File: src/rtl/hb_arbiter.sv
// hb_arbiter: two-master round-robin arbiter and power-up sequencer placed in front of the
// HyperBus controller's single valid/ready memory port.
//
// Optional feature (compile-time macro HB_ARB_CFG_INIT_EN):
//   defined   - after reset, wait INIT_DELAY cycles, then issue one CR0 write
//               (cfg_access=1, CFG_ADDR, {16'h0, CFG_DATA}, wstrb 4'b0011) before any grant.
//   undefined - reset straight into IDLE with o_init_done = 1; no CR0 write.
//
// Ports:
//   i_clk, i_rstn            clock, asynchronous active-low reset
//   i_mN_valid/cfg/wstrb/addr/wdata   master N request (N = 0,1), valid held until o_mN_ready
//   o_mN_ready, o_mN_rdata   one-cycle completion pulse and read data (held until next completion)
//   o_hb_valid/cfg/wstrb/addr/wdata   registered request to the controller
//   i_hb_ready, i_hb_rdata   controller completion pulse and read data
//   o_init_done              high once the init sequence has completed
module hb_arbiter #(
    parameter logic [15:0] INIT_DELAY = 16'd150,
    parameter logic [31:0] CFG_ADDR   = 32'h0000_0800,
    parameter logic [15:0] CFG_DATA   = 16'h8F1F
) (
    input  logic        i_clk,
    input  logic        i_rstn,
    input  logic        i_m0_valid,
    input  logic        i_m0_cfg,
    input  logic [3:0]  i_m0_wstrb,
    input  logic [31:0] i_m0_addr,
    input  logic [31:0] i_m0_wdata,
    output logic        o_m0_ready,
    output logic [31:0] o_m0_rdata,
    input  logic        i_m1_valid,
    input  logic        i_m1_cfg,
    input  logic [3:0]  i_m1_wstrb,
    input  logic [31:0] i_m1_addr,
    input  logic [31:0] i_m1_wdata,
    output logic        o_m1_ready,
    output logic [31:0] o_m1_rdata,
    output logic        o_hb_valid,
    output logic        o_hb_cfg,
    output logic [3:0]  o_hb_wstrb,
    output logic [31:0] o_hb_addr,
    output logic [31:0] o_hb_wdata,
    input  logic        i_hb_ready,
    input  logic [31:0] i_hb_rdata,
    output logic        o_init_done
);

    typedef enum logic [1:0] {StInitWait, StInitCfg, StIdle, StBusy} state_e;

    // With the feature compiled out only the reset values change; the init states become
    // unreachable and are pruned by synthesis.
`ifdef HB_ARB_CFG_INIT_EN
    localparam state_e ResetState    = StInitWait;
    localparam logic   ResetInitDone = 1'b1 ^ 1'b1;
`else
    localparam state_e ResetState    = StIdle;
    localparam logic   ResetInitDone = 1'b1;
`endif

    state_e      state_q, state_d;
    logic [15:0] cnt_q, cnt_d;
    logic        rr_q, rr_d;        // 0: m0 wins a tie, 1: m1 wins a tie
    logic        grant_q, grant_d;  // master owning the transaction in flight
    logic        hb_valid_q, hb_valid_d;
    logic        hb_cfg_q, hb_cfg_d;
    logic [3:0]  hb_wstrb_q, hb_wstrb_d;
    logic [31:0] hb_addr_q, hb_addr_d;
    logic [31:0] hb_wdata_q, hb_wdata_d;
    logic        m0_ready_q, m0_ready_d;
    logic        m1_ready_q, m1_ready_d;
    logic [31:0] m0_rdata_q, m0_rdata_d;
    logic [31:0] m1_rdata_q, m1_rdata_d;
    logic        init_done_q, init_done_d;
    logic        elig0, elig1, pick;

    always_comb begin
        state_d     = state_q;
        cnt_d       = cnt_q;
        rr_d        = rr_q;
        grant_d     = grant_q;
        hb_valid_d  = hb_valid_q;
        hb_cfg_d    = hb_cfg_q;
        hb_wstrb_d  = hb_wstrb_q;
        hb_addr_d   = hb_addr_q;
        hb_wdata_d  = hb_wdata_q;
        m0_ready_d  = 1'b0;
        m1_ready_d  = 1'b0;
        m0_rdata_d  = m0_rdata_q;
        m1_rdata_d  = m1_rdata_q;
        init_done_d = init_done_q;
        // The ready mask hides a valid that is still held during its own completion cycle.
        elig0 = i_m0_valid & ~m0_ready_q;
        elig1 = i_m1_valid & ~m1_ready_q;
        pick  = (elig0 & elig1) ? rr_q : elig1;

        case (state_q)
            StInitWait: begin
                if (cnt_q == 16'd0) begin
                    hb_valid_d = 1'b1;
                    hb_cfg_d   = 1'b1;
                    hb_wstrb_d = 4'b0011;
                    hb_addr_d  = CFG_ADDR;
                    hb_wdata_d = {16'h0000, CFG_DATA};
                    state_d    = StInitCfg;
                end else begin
                    cnt_d = cnt_q - 16'd1;
                end
            end
            StInitCfg: begin
                // CR0 read data is dropped.
                if (i_hb_ready) begin
                    hb_valid_d  = 1'b0;
                    init_done_d = 1'b1;
                    state_d     = StIdle;
                end
            end
            StIdle: begin
                if (elig0 | elig1) begin
                    hb_valid_d = 1'b1;
                    grant_d    = pick;
                    hb_cfg_d   = pick ? i_m1_cfg   : i_m0_cfg;
                    hb_wstrb_d = pick ? i_m1_wstrb : i_m0_wstrb;
                    hb_addr_d  = pick ? i_m1_addr  : i_m0_addr;
                    hb_wdata_d = pick ? i_m1_wdata : i_m0_wdata;
                    state_d    = StBusy;
                end
            end
            StBusy: begin
                if (i_hb_ready) begin
                    hb_valid_d = 1'b0;
                    rr_d       = ~grant_q;
                    state_d    = StIdle;
                    if (grant_q) begin
                        m1_ready_d = 1'b1;
                        m1_rdata_d = i_hb_rdata;
                    end else begin
                        m0_ready_d = 1'b1;
                        m0_rdata_d = i_hb_rdata;
                    end
                end
            end
            default: state_d = StIdle;
        endcase
    end

    always_ff @(posedge i_clk or negedge i_rstn) begin
        if (!i_rstn) begin
            state_q     <= ResetState;
            cnt_q       <= INIT_DELAY;
            rr_q        <= 1'b0;
            grant_q     <= 1'b0;
            hb_valid_q  <= 1'b0;
            hb_cfg_q    <= 1'b0;
            hb_wstrb_q  <= 4'h0;
            hb_addr_q   <= 32'h0;
            hb_wdata_q  <= 32'h0;
            m0_ready_q  <= 1'b0;
            m1_ready_q  <= 1'b0;
            m0_rdata_q  <= 32'h0;
            m1_rdata_q  <= 32'h0;
            init_done_q <= ResetInitDone;
        end else begin
            state_q     <= state_d;
            cnt_q       <= cnt_d;
            rr_q        <= rr_d;
            grant_q     <= grant_d;
            hb_valid_q  <= hb_valid_d;
            hb_cfg_q    <= hb_cfg_d;
            hb_wstrb_q  <= hb_wstrb_d;
            hb_addr_q   <= hb_addr_d;
            hb_wdata_q  <= hb_wdata_d;
            m0_ready_q  <= m0_ready_d;
            m1_ready_q  <= m1_ready_d;
            m0_rdata_q  <= m0_rdata_d;
            m1_rdata_q  <= m1_rdata_d;
            init_done_q <= init_done_d;
        end
    end

    assign o_hb_valid  = hb_valid_q;
    assign o_hb_cfg    = hb_cfg_q;
    assign o_hb_wstrb  = hb_wstrb_q;
    assign o_hb_addr   = hb_addr_q;
    assign o_hb_wdata  = hb_wdata_q;
    assign o_m0_ready  = m0_ready_q;
    assign o_m1_ready  = m1_ready_q;
    assign o_m0_rdata  = m0_rdata_q;
    assign o_m1_rdata  = m1_rdata_q;
    assign o_init_done = init_done_q;

endmodule

File: config.mk
export PLATFORM = sky130hd
export DESIGN_NAME = hb_arbiter
export DESIGN_NICKNAME = d
export VERILOG_FILES = /design/src/rtl/hb_arbiter.sv
export SDC_FILE = /design/constraint.sdc
export NUM_CORES = 1
export LEC_CHECK = 0
export CAP_MARGIN = 5
export CORE_ASPECT_RATIO = 1.2
export CORE_MARGIN = 10
export CORE_UTILIZATION = 38
export DETAILED_ROUTE_END_ITERATION = 7
export GPL_ROUTABILITY_DRIVEN = 0
export PLACE_DENSITY = 0.77
export SETUP_SLACK_MARGIN = 0.02
export SLEW_MARGIN = 20
export SYNTH_ARGS = -nofsm -noshare
export SYNTH_HDL_FRONTEND = slang
export SYNTH_SLANG_ARGS = --single-unit
File: constraint.sdc
create_clock -name i_clk -period 1.75 [get_ports i_clk]
set_input_delay 0.35 -clock i_clk [delete_from_list [all_inputs] [get_ports i_clk]]
set_output_delay 0.35 -clock i_clk [all_outputs]
set_load 0.02 [all_outputs]
==> results.yml, run 1 <==
logic_synthesis:
  yosysMostFrequentCell: "dfrtp_1"
  postSynth.asyncResetShare: 1.00
  synth_ff_type: "dfrtp_1"
  yosysTopAreaCellShare: 0.551
  synth_area_leaders: "dfrtp_1, mux2i_1, o2bb2ai_1"
  synth-compound-area-share: 0.118
  synth_area_sq_um: 6860
  ys_types: 54
  avgSynthCellArea_sq_um: 12.5
  synth-simple-area-share: 0.0995
  synth.top_cells.by_count: "dfrtp_1, nand2_1, mux2i_1, o2bb2ai_1, mux2_2"
  ys_warn_count: 0
  syn-instance-count: 547
  synth_xor_area_frac: 0.0166
  synth_mux_area_frac: 0.156
  synth_top_family_by_area: "multiplexers"
  ys_seq_area_frac: 0.570
  synth_nets: 723
  synth_seq_cells: 156
  synth.largest_area_cell: "dfrtp_1"
  synthAdderAreaFrac: 0.00183
  synth-edff-count: 0
setup_path:
  critPathLaunchType: "flop"
  crit_path_max_fanout: 9
  worstSetupEndpointType: "flop"
  worstPathRequired_ps: 2090
  critPathKind: "reg2reg"
  cp.arrival_ps: 2100
die:
  start_util: 0.389
  io_pins: 312
  core_sq_um: 17600
  die_area_sq_um: 23800
  die_width_microns: 143
  fp-row-count: 53
  die_h_microns: 167
timing:
  setup_viol_count_final: 1
  worst_slack_ps: -1.82
  timing.fmax_ghz: 0.571
  rsz0062_at_grt: "true"
  finalMaxSlewViolations: 0
  holdWs_ps: 403
  fin_crit_sh: 1.00
  hold_viol_final: 0
  tns_ps: -1.82
  final.min_clock_period_ps: 1750
  clock_skew_ps: 9.34
global_routing:
  grtUsageTotal: 0.190
  antenna_found_initial: 0
  grt_pass1_wl_microns: 35600
  first_global_vias: 5951
  grt_max_degree: 45
  overflow: 0
place:
  hpwl_microns: 17900
  dpl_worst_slack_ps: -213
  io_buffers: 310
pwr:
  leakage_nw: 5.46
  power_density_nw_per_um2: 1570
  ir_drop_v: 0.000944
routing:
  wl_per_cell_microns: 20.6
  drtPass1Iterations: 4
  vias: 5663
  drt_iter0_markers: 204
  routed_via_density: 4.99
  drc: 0
  ant_nets: 0
  wl_microns: 23400
cts:
  cts_buffers: 17
  insertion_delay_ps: 420
  cts_tree: "yes"
  cts_max_level: 4
  clock_tree.root_cell: "clkbuf_16"
  clk_path_buf_depth: 2
  clkSlewWorstSetupHoldPaths_ps: 70
  cts.sinks: 156
worst_hold_path:
  min_path_type: "in2async"
flow_run:
  max-cap-violations: 0
cells_and_area:
  drive_gt1_frac: 0.210
  n_antenna_cell: 0
  layout.nets: 1078
  fillers: 1417
  syn_to_final_growth_pct: 65.7
run_status:
  outcome: "finished with violations"
  violations: "negative setup slack"
cell usage in the layout, fill, tap and decap left out, drive strengths merged, types with 14 or more instances in the layout:
cell           netlist  layout
clkbuf              15      21
buf                 21      61
dlygate4sd2          0     136
o2bb2ai             55      55
mux2                33      33
dfrtp              151     151
mux2i               70      70
nand2              104     104
clkdlybuf4s50        0     173
a2bb2oi             14      14
worst max-delay path, cell delays in order, from the launching register on:
cell	delay (ps)
dfstp_2	530
inv_2	50
ha_4	160
nor4b_4	120
and4_4	210
o21ai_4	160
buf_12	170
clkbuf_16	170
o2bb2ai_1	110
flip-flops by register name, summed over array words and instances, names as in the netlist:
| signal | count |
|---|---|
| grant_q | 1 |
| o_hb_wdata | 32 |
| o_hb_valid | 1 |
| rr_q | 1 |
| o_m0_ready | 1 |
| o_hb_cfg | 1 |
| cnt_q | 16 |
| o_m0_rdata | 32 |
| o_hb_wstrb | 4 |
| o_m1_rdata | 32 |
| state_q | 2 |
| o_m1_ready | 1 |
| o_hb_addr | 32 |
final timing paths:
kind | startpoint | endpoint | slack (ps) | cells after the start
setup / recovery | cnt_q[1] | o_hb_wdata[27] | -2 | 8
hold / removal | i_rstn | o_m1_rdata[10] | 400 | 2
setup reg to reg | cnt_q[1] | o_hb_wdata[27] | -2 | 8
hold reg to reg | o_m1_rdata[14] | o_m1_rdata[14] | 470 | 2
max in group asynchronous | i_rstn | cnt_q[1] | 740 | 3
min in group i_clk | o_m1_rdata[14] | o_m1_rdata[14] | 470 | 2
through the flow:
stage | cell area [sq um] | cells | util | total power (W)
floorplan | 6910 | 547 | - | 0.0104
global placement | 10700 | 1098 | 0.606 | 0.0152
detailed placement | 10700 | 1098 | 0.606 | 0.0153
CTS | 11100 | 1131 | 0.632 | 0.0178
global route | 11400 | 1135 | 0.644 | 0.0188
finish | 11400 | 1135 | 0.644 | 0.0178
cells by family after synthesis:
group,Yosys count
muxes,103
buffers and inverters,45
AOI/OAI and AO/OA,84
DFF,156
other,1
and+or+nand+nor,144
adders and majority gates,1
xor gates and xnor gates,13
final cells by class:
class                           count  area [sq um]  area share
Inverter                            9          33.8     0.00297
Clock buffer                       20           467      0.0411
Multi-Input combinational cell    346          2960       0.261
Clock inverter                     12           104     0.00914
Sequential cell                   156          3910       0.344
Timing Repair Buffer              372          3610       0.318
Tap cell                          220           275      0.0242
metal layers:
metal | part of all wire | routed length (microns) | GRT usage
met3 | 0.11 | 2520 | 0.0900
met4 | 0.014 | 327 | 0.0512
met5 | 0 | 0 | 0
met1 | 0.39 | 9100 | 0.217
met2 | 0.49 | 11400 | 0.312
report_power, final:
part	switching (W)	internal, W
sequential	0.000919	0.00517
clock	0.00156	0.00196
combinational	0.00448	0.00374
timing repair:
action	CTS	global route
gates resized for setup	143	29
endpoints found under the setup margin	193	68
hold buffers	1	0
pin swaps	0	3
gates cloned	0	1
setup buffers	0	3
hold endpoints to repair	31	0
No activity file was read; power rests on OpenSTA's default activity.
==> inputs of run 2 (changes only) <==
Clock period 1.75 ns to 1.5 ns, I/O delays scaled along.
==> results.yml, run 2 (same netlist as run 1, synthesis figures left out) <==
setup_path:
  crit_path_max_fanout: 8
  r2r_slack_ps: -230
  slowest_stage: "dfstp_2"
  path_buf_inv: 3
  cp_cell_sequence: "inv_2 > ha_4 > nor4b_4 > and4_4 > o21ai_4 > buf_6 > buf_16 > o2bb2ai_4"
  critPathLaunchType: "flop"
  r2r-start: "cnt_q[1]"
  critPathMaxStageDelay_ps: 530
  critPathKind: "reg2reg"
  r2r_cells: 8
  worstPathRequired_ps: 1850
  cp.arrival_ps: 2080
  cpLargestDelayFamily: "flip-flops"
  worstSetupEndpointType: "flop"
  reg2reg_to: "o_hb_addr[30]"
pwr:
  sw_frac_of_total: 0.396
  leakage_nw: 5.71
  p_total_w: 0.0222
  ir_drop_v: 0.00121
  p_comb_frac: 0.479
  clkPwrFrac: 0.192
  cell_internal_pwr_w: 0.0134
  p_sw_w: 0.00877
  seq_power_share: 0.329
  power_density_nw_per_um2: 1820
timing:
  setup_viol_count_final: 105
  rsz0062_at_grt: "true"
  fin_crit_sh: 1.16
  worst_slack_ps: -233
  clock_skew_ps: 6.04
  hold_viol_final: 0
  holdWs_ps: 354
  final.min_clock_period_ps: 1730
  timing.fmax_ghz: 0.577
  finalMaxSlewViolations: 0
die:
  io_pins: 312
  start_util: 0.389
  fp-row-count: 53
  die_h_microns: 167
  core_sq_um: 17600
  die_width_microns: 143
  die_area_sq_um: 23800
cells_and_area:
  final_cell_mix: "clkdlybuf4s50_1, dfrtp_1, nand2_1, mux2i_1"
  drive_gt1_frac: 0.309
  fin_cells: 1171
  final_common_cell: "clkdlybuf4s50_1"
  syn_to_final_growth_pct: 77.9
  layout.nets: 1112
worst_hold_path:
  min_path_type: "in2async"
global_routing:
  grt_pass1_wl_microns: 38600
  antenna_found_initial: 2
  first_global_vias: 6474
  grtUsageTotal: 0.211
  grt_max_degree: 36
  overflow: 0
place:
  dp_cells: 1106
  io_buffers: 310
  hpwl_microns: 18300
  dpl_worst_slack_ps: -427
routing:
  routed_via_density: 5.14
  vias: 6014
  wl_microns: 26900
  ant_nets: 0
  wl_per_cell_microns: 23.0
  drt_iter0_markers: 237
  drc: 0
  drtPass1Iterations: 4
cts:
  cts_tree: "yes"
  cts_max_level: 4
  clk_path_buf_depth: 2
  cts.sinks: 156
  cts_buffers: 17
  clock_tree.root_cell: "clkbuf_16"
  insertion_delay_ps: 420
  clkSlewWorstSetupHoldPaths_ps: 70
run_status:
  violations: "negative setup slack"
  outcome: "finished with violations"
flow_run:
  max-cap-violations: 0
run 2: changes by cell type in the layout (fill, tap and decap cells not counted), sizes merged:
cell | previous run | this run
inv | 12 | 18
clkdlybuf4s15 | 0 | 56
buf | 61 | 93
clkbuf | 21 | 46
o21a | 1 | 2
clkinv | 7 | 4
bufinv | 0 | 1
diode | 0 | 2
clkinvlp | 2 | 1
dlygate4sd2 | 136 | 53
run 2: through the flow:
stage | utilization | TNS [ps] | area (sq um)
global route | 0.691 | -23750 | 12200
floorplan | - | -20440 | 6930
finish | 0.691 | -17030 | 12200
CTS | 0.673 | -17160 | 11900
detailed placement | 0.610 | -37430 | 10800
global placement | 0.610 | -34830 | 10800
run 2: worst max-delay path by stage:
stage | start | endpoint | slack [ps] | cells after the start
after floorplan | cnt_q[1] | o_hb_addr[10] | -320 | 8
after global placement | i_m0_valid | o_hb_addr[19] | -370 | 7
after detailed placement | i_m0_valid | o_hb_addr[19] | -430 | 7
after CTS | cnt_q[1] | o_hb_addr[25] | -220 | 8
after global routing | cnt_q[0] | cnt_q[1] | -380 | 7
final | cnt_q[1] | o_hb_addr[30] | -230 | 8
run 2: power by group through the flow:
stage | Clock, W | Sequential, W | Combinational [W]
6_report | 0.00426 | 0.00729 | 0.0106
5_1_grt | 0.00453 | 0.00751 | 0.0112
4_1_cts | 0.00435 | 0.00715 | 0.0102
3_5_place_dp | 0 | 0.00715 | 0.0106
3_3_place_gp | 0 | 0.00710 | 0.0105
2_1_floorplan | 0 | 0.00928 | 0.00285
run 2: area by class of cell:
| class | count | area [sq um] |
|---|---|---|
| diodes | 2 | 5.00 |
| well taps | 220 | 275 |
| fillers | 1285 | 5450 |
| inverters | 9 | 36.3 |
| repair buffers | 405 | 4080 |
| multi-input cells | 347 | 3310 |
| clock buffers | 17 | 425 |
| flip-flops and latches | 156 | 3910 |
| clock inverters | 15 | 149 |
run 2: worst reg2reg max path: cells and delay by family, from the launching register on:
| family | cells | cell delay, ps |
|---|---|---|
| fa+ha+maj | 1 | 160 |
| compound gates | 2 | 310 |
| simple gates | 2 | 280 |
| flops | 1 | 530 |
| buf+inv | 3 | 380 |
run 2: layer usage:
| metal | track usage | part of all wire | vias to the layer above |
|---|---|---|---|
| li1 | - | - | 2752 |
| met4 | 0.0656 | 0.022 | 0 |
| met3 | 0.0843 | 0.10 | 36 |
| met5 | 0 | 0 | - |
| met1 | 0.229 | 0.36 | 2947 |
| met2 | 0.365 | 0.51 | 279 |
run 2: what timing repair did:
item,CTS,global route
buffers inserted,11,8
hold buffers,1,0
pin swaps,19,17
gates resized for setup,234,135
setup endpoints to repair,256,198
hold endpoints to repair,25,0
gates cloned,8,5
